===== src/rtl/div_unit_if.sv =====
// Bundles the divider's request/response signals. The master side is the EX-stage
// controller; the slave side is the divider.
interface div_unit_if #(
   parameter int WIDTH = 32
);
   logic             flush;
   logic             hold;
   logic             start;
   logic             is_signed;
   logic [WIDTH-1:0] dividend;
   logic [WIDTH-1:0] divisor;
   logic             stall_req;
   logic             done;
   logic [WIDTH-1:0] quotient;
   logic [WIDTH-1:0] remainder;

   modport master (
      output flush, hold, start, is_signed, dividend, divisor,
      input  stall_req, done, quotient, remainder
   );

   modport slave (
      input  flush, hold, start, is_signed, dividend, divisor,
      output stall_req, done, quotient, remainder
   );
endinterface


===== src/rtl/div_unit.sv =====
// Iterative restoring divider for DIV/DIVU: one quotient bit per cycle on operand
// magnitudes. It raises the EX stall while busy and presents the result until hold drops.
module div_unit #(
   parameter int WIDTH = 32
) (
   input  logic        clk,
   input  logic        rst,
   div_unit_if.slave   bus
);
   localparam int CW = $clog2(WIDTH + 1);

   typedef enum logic [1:0] {S_IDLE, S_RUN, S_DONE} state_t;

   state_t           r_state;
   state_t           w_next_state;
   logic [CW-1:0]    r_count;
   logic [WIDTH:0]   r_rem;
   logic [WIDTH-1:0] r_q;
   logic [WIDTH-1:0] r_div;
   logic             r_neg_q;
   logic             r_neg_r;
   logic [WIDTH-1:0] r_quotient;
   logic [WIDTH-1:0] r_remainder;

   logic             w_dvd_neg;
   logic             w_dvs_neg;
   logic [WIDTH-1:0] w_dvd_abs;
   logic [WIDTH-1:0] w_dvs_abs;
   logic             w_div_zero;
   logic             w_accept;
   logic             w_last;
   logic [WIDTH:0]   w_shift;
   logic [WIDTH+1:0] w_diff;
   logic             w_fits;
   logic [WIDTH:0]   w_rem_next;
   logic [WIDTH-1:0] w_q_next;
   logic [WIDTH-1:0] w_rem_lo;
   logic [WIDTH-1:0] w_q_res;
   logic [WIDTH-1:0] w_r_res;

   assign w_dvd_neg  = bus.is_signed & bus.dividend[WIDTH-1];
   assign w_dvs_neg  = bus.is_signed & bus.divisor[WIDTH-1];
   assign w_dvd_abs  = w_dvd_neg ? -bus.dividend : bus.dividend;
   assign w_dvs_abs  = w_dvs_neg ? -bus.divisor  : bus.divisor;
   assign w_div_zero = (bus.divisor == '0);
   assign w_accept   = (r_state == S_IDLE) & bus.start & ~bus.flush;
   assign w_last     = (r_state == S_RUN) && (r_count == CW'(1));

   // Restoring step: shift in the next dividend bit, keep the difference if it fits.
   assign w_shift    = {r_rem[WIDTH-1:0], r_q[WIDTH-1]};
   assign w_diff     = {1'b0, w_shift} - {2'b00, r_div};
   assign w_fits     = ~w_diff[WIDTH+1];
   assign w_rem_next = w_fits ? w_diff[WIDTH:0] : w_shift;
   assign w_q_next   = {r_q[WIDTH-2:0], w_fits};
   assign w_rem_lo   = w_rem_next[WIDTH-1:0];
   assign w_q_res    = r_neg_q ? -w_q_next : w_q_next;
   assign w_r_res    = r_neg_r ? -w_rem_lo : w_rem_lo;

   // NOTE: sequential state uses non-blocking assignments so every flop samples pre-edge values.
   always_ff @(posedge clk) begin
      if (rst) r_state <= S_IDLE;
      else     r_state <= w_next_state;
   end

   // NOTE: next state is defaulted before any branch so no path can infer a latch.
   always_comb begin
      w_next_state = r_state;
      if (bus.flush) begin
         w_next_state = S_IDLE;
      end else begin
         unique case (r_state)
            S_IDLE: if (bus.start) w_next_state = w_div_zero ? S_DONE : S_RUN;
            S_RUN:  if (w_last)    w_next_state = S_DONE;
            S_DONE: if (!bus.hold) w_next_state = S_IDLE;
            default:               w_next_state = S_IDLE;
         endcase
      end
   end

   always_ff @(posedge clk) begin
      if (rst) begin
         r_count     <= '0;
         r_rem       <= '0;
         r_q         <= '0;
         r_div       <= '0;
         r_neg_q     <= 1'b0;
         r_neg_r     <= 1'b0;
         r_quotient  <= '0;
         r_remainder <= '0;
      end else if (w_accept) begin
         r_rem   <= '0;
         r_q     <= w_dvd_abs;
         r_div   <= w_dvs_abs;
         r_neg_q <= w_dvd_neg ^ w_dvs_neg;
         r_neg_r <= w_dvd_neg;
         if (w_div_zero) begin
            r_count     <= '0;
            r_quotient  <= '1;
            r_remainder <= bus.dividend;
         end else begin
            r_count     <= CW'(WIDTH);
         end
      end else if (r_state == S_RUN) begin
         if (bus.flush) begin
            r_count <= '0;
         end else begin
            r_rem   <= w_rem_next;
            r_q     <= w_q_next;
            r_count <= r_count - CW'(1);
            if (w_last) begin
               r_quotient  <= w_q_res;
               r_remainder <= w_r_res;
            end
         end
      end
   end

   // The stall drops in DONE so the controller releases EX in the cycle the result is valid.
   assign bus.stall_req = w_accept | ((r_state == S_RUN) & ~bus.flush);
   assign bus.done      = (r_state == S_DONE);
   assign bus.quotient  = r_quotient;
   assign bus.remainder = r_remainder;
endmodule

===== src/flat_wrapper.sv =====
// flat-port wrapper written by rule: the top's interface ports become plain ports
module div_unit_flat 
#(
   parameter int WIDTH = 32
)
  (clk, rst, bus_flush, bus_hold, bus_start, bus_is_signed, bus_dividend, bus_divisor, bus_stall_req, bus_done, bus_quotient, bus_remainder);
  div_unit_if #(.WIDTH(WIDTH)) bus_i ();
  input  logic clk;
  input  logic rst;
  input wire logic [$bits(bus_i.flush)-1:0] bus_flush;
  input wire logic [$bits(bus_i.hold)-1:0] bus_hold;
  input wire logic [$bits(bus_i.start)-1:0] bus_start;
  input wire logic [$bits(bus_i.is_signed)-1:0] bus_is_signed;
  input wire logic [$bits(bus_i.dividend)-1:0] bus_dividend;
  input wire logic [$bits(bus_i.divisor)-1:0] bus_divisor;
  output wire logic [$bits(bus_i.stall_req)-1:0] bus_stall_req;
  output wire logic [$bits(bus_i.done)-1:0] bus_done;
  output wire logic [$bits(bus_i.quotient)-1:0] bus_quotient;
  output wire logic [$bits(bus_i.remainder)-1:0] bus_remainder;
  assign bus_i.flush = bus_flush;
  assign bus_i.hold = bus_hold;
  assign bus_i.start = bus_start;
  assign bus_i.is_signed = bus_is_signed;
  assign bus_i.dividend = bus_dividend;
  assign bus_i.divisor = bus_divisor;
  assign bus_stall_req = bus_i.stall_req;
  assign bus_done = bus_i.done;
  assign bus_quotient = bus_i.quotient;
  assign bus_remainder = bus_i.remainder;
  div_unit #(.WIDTH(WIDTH)) u_core (.clk(clk), .rst(rst), .bus(bus_i));
endmodule

===== config.mk =====
export PLATFORM = sky130hd
export DESIGN_NAME = div_unit_flat
export DESIGN_NICKNAME = d
export VERILOG_FILES = /design/src/rtl/div_unit_if.sv /design/src/rtl/div_unit.sv /design/src/flat_wrapper.sv
export SDC_FILE = /design/constraint.sdc
export NUM_CORES = 1
export LEC_CHECK = 0
export CORE_MARGIN = 2
export CORE_UTILIZATION = 40
export DETAILED_ROUTE_END_ITERATION = 8
export GPL_ROUTABILITY_DRIVEN = 0
export SKIP_CTS_REPAIR_TIMING = 1
export SLEW_MARGIN = 25
export SYNTH_ARGS = -nofsm -noshare
export SYNTH_HDL_FRONTEND = slang
export SYNTH_SLANG_ARGS = --single-unit

===== constraint.sdc =====
create_clock -name clk -period 4.3 [get_ports clk]
set_input_delay 1.29 -clock clk [delete_from_list [all_inputs] [get_ports clk]]
set_output_delay 1.29 -clock clk [all_outputs]
set_load 0.01 [all_outputs]

==> impl_metrics.toml <==
[outcome]
status = "finished clean"

[synthesis]
synth_nets = 1667
async_flop_share = 0
synth.avg_cell_area_sq_um = 7.50
yosysSeqAreaShare = 0.291
synth_top_area_frac = 0.291
synth-seq-cells = 170
synth_cells = 1558
synth-edff-count = 0
yosys_most_used_dff = "dfxtp_1"
yosysUniqueCellTypes = 79
synthTopCellsByArea = "dfxtp_1 29%, nor2_1 6.8%, a211oi_1 6.0%"
netlist_area_sq_um = 11700
synth_top_cell_by_area = "dfxtp_1"
synth-warning-count = 0

[cells_and_area]
area_delta_synth_final_pct = 27.6
fill_cells = 2890
mostFrequentLayoutCells = "209 x nor2_1, 182 x nand2_1, 168 x dfxtp_1"
fin_nets = 1863
instances_no_fill = 2151
num_antenna_cells = 0
fin_area_sq_um = 14900
final_common_cell = "nor2_1"
drive_above_1_share = 0.123

[power]
ir_drop_mv = 0.228
power_switching_uw = 1760
comb_power_share = 0.333
p_sw_frac = 0.361
power_frac_seq = 0.346
p_clk_frac = 0.321
intPower_uw = 3120
power.density_nw_per_um2 = 328
leakagePower_uw = 0.00550

[cts]
cts_tree = "yes"
clk_pin_slew_worst_paths_ps = 80
cts_root_buf = "clkbuf_16"
clock_latency_ps = 440
numCtsBuffers = 17
htree_num_levels = 4
cts.sink_count = 170
clockBufferDepth = 2

[floorplanning]
rows = 62
core_area_sq_um = 28700
start_util = 0.407
ios = 136
die-area_sq_um = 30600
die_h_um = 175
die_w_um = 175

[sta]
fin_skew_ps = 16.2
grt_setup_unrepaired = "yes"
post-route-period-util = 0.955
fmax_mhz = 244
max_slew_margin = 0.349
tightest_slew_ps = 976
hold_viol_final = 0
slew_violations = 0
post-route-min-period_ps = 4110
setup_viol = 0

[setup_path]
crit_path_end_kind = "register"
cp_max_fo = 7
arrival_ps = 4410
critPathRequiredTime_ps = 4600
critical_path_class = "reg -> reg"
worstSetupStartpointType = "register"

[global_route]
grt_overflow = 0
grt_pass1_vias = 11334
grt_pass1_wl_mm = 60.2
grt_max_degree = 112
antenna_found_initial = 0
grt_usage = 0.243

[route]
finalWirelength_mm = 37.4
drt_iter0_drc = 882
viasPerCell = 5.61
vias = 12065
route.detailed.drc = 0
postRouteAntennaNets = 0
wire_per_inst_um = 17.4
drt_pre_antenna_iters = 7

[place]
numPlacedInstances = 2118
dp_hpwl_mm = 28.0
place_area_sq_um = 14200
numPortBuffers = 135

[min_path]
hp-class = "reg -> reg"

[run]
max_cap_violations = 0
## cells in the mapped netlist, types with 6 or more instances
cell        n
a311oi_1   38
nand3_1    20
o31a_1      9
o21ai_0    82
nand2b_1   12
nor2_1    212
and3_1      7
dfxtp_1   170
a21oi_1   106
a211oi_1   93
o211ai_1   11
clkbuf_1   81
xnor2_1    64
a21o_1     11
or4_1      15
nor3_1     34
o21a_1      6
ha_1       38
nand4_1     8
buf_2       7
mux2i_1    23
and2_1     12
o22ai_1     9
buf_1       6
o31ai_1    24
nand2_1   184
xor2_1     69
or3_1      23
nor4_1     12
a221oi_1   12
a31oi_1     9
o41ai_1     8
inv_1      59
## worst max-delay path: stages (launching register included)
cell and delay [ps]:
dfxtp_1 330, inv_1 50, ha_2 390, nand3_2 130
or4_1 570, o41a_1 440, nand2_8 100, inv_4 50
buf_4 120, or3_1 350, a211o_1 350, or3_4 430
or4_1 470, o211ai_1 110, nor3_1 60
## logic make-up (layout without fill, tap and decap cells)
kind of cell / count (synthesis) / count (layout) / share of synthesized area
XOR/XNOR: 133 / 133 / 0.0997
AO/OA/AOI/OAI: 467 / 467 / 0.273
multiplexers: 26 / 26 / 0.0226
AND/OR/NAND/NOR: 566 / 566 / 0.219
buffers and inverters: 157 / 366 / 0.0527
adder cells (fa/ha/maj): 39 / 39 / 0.0424
flip-flops: 170 / 170 / 0.291
## per-layer routing
layer  vias to the layer above  wire [um]  global-route usage  share of wire
met5                         -          0                   0              0
met4                         0        535              0.0573          0.014
met3                        35       1500              0.0279          0.040
met2                       274      17400               0.402           0.47
met1                      5726      17900               0.337           0.48
li1                       6030          -                   -              -
## through the flow
stage	setup WS [ps]	hold slack, ps	setup TNS [ps]	utilization	total power [uW]
final	194	453	0	0.519	4880
after CTS	78.4	457	0	0.516	4850
after global routing	-23.9	484	-53.9	0.519	5140
after floorplan	-10.9	432	-10.9	-	2700
after detailed placement	-294	449	-636	0.496	3290
after global placement	-272	441	-596	0.496	3280
## power by group through the flow
stage	registers, uW	logic [uW]	clock network, uW
finish	1690	1620	1570
global route	1700	1780	1650
CTS	1690	1580	1580
detailed placement	1730	1570	0
global placement	1720	1560	0
floorplan	1710	998	0
## registers in the layout (all words and copies together), names as in the netlist
signal and count:
u_core.bus.quotient 32, u_core.r_div 32, u_core.r_state 2, u_core.r_rem 32, u_core.r_neg_r 1, u_core.r_count 6, u_core.r_neg_q 1, u_core.bus.remainder 32
u_core.r_q 32
## final cells by class
class                           instances  area (sq um)  area share
Multi-Input combinational cell       1231          7770       0.521
Tap cell                              384           480      0.0322
Inverter                               61           231      0.0155
Sequential cell                       170          3410       0.229
Clock buffer                           17           425      0.0285
Timing Repair Buffer                  273          2440       0.164
Clock inverter                         15           150      0.0101
## path summary, 6_finish.rpt
check | slack, ps | depth (start not counted) | end | startpoint
worst min-delay path | 450 | 2 | u_core.bus.remainder[5]$_SDFFE_PP0P_ | u_core.bus.remainder[5]$_SDFFE_PP0P_
worst max register to register | 190 | 14 | u_core.bus.remainder[27]$_SDFFE_PP0P_ | u_core.r_div[28]$_SDFFE_PP0P_
worst min register to register | 450 | 2 | u_core.bus.remainder[5]$_SDFFE_PP0P_ | u_core.bus.remainder[5]$_SDFFE_PP0P_
worst max-delay path | 190 | 14 | u_core.bus.remainder[27]$_SDFFE_PP0P_ | u_core.r_div[28]$_SDFFE_PP0P_
Note: power is estimated with default switching activity, not from simulation.
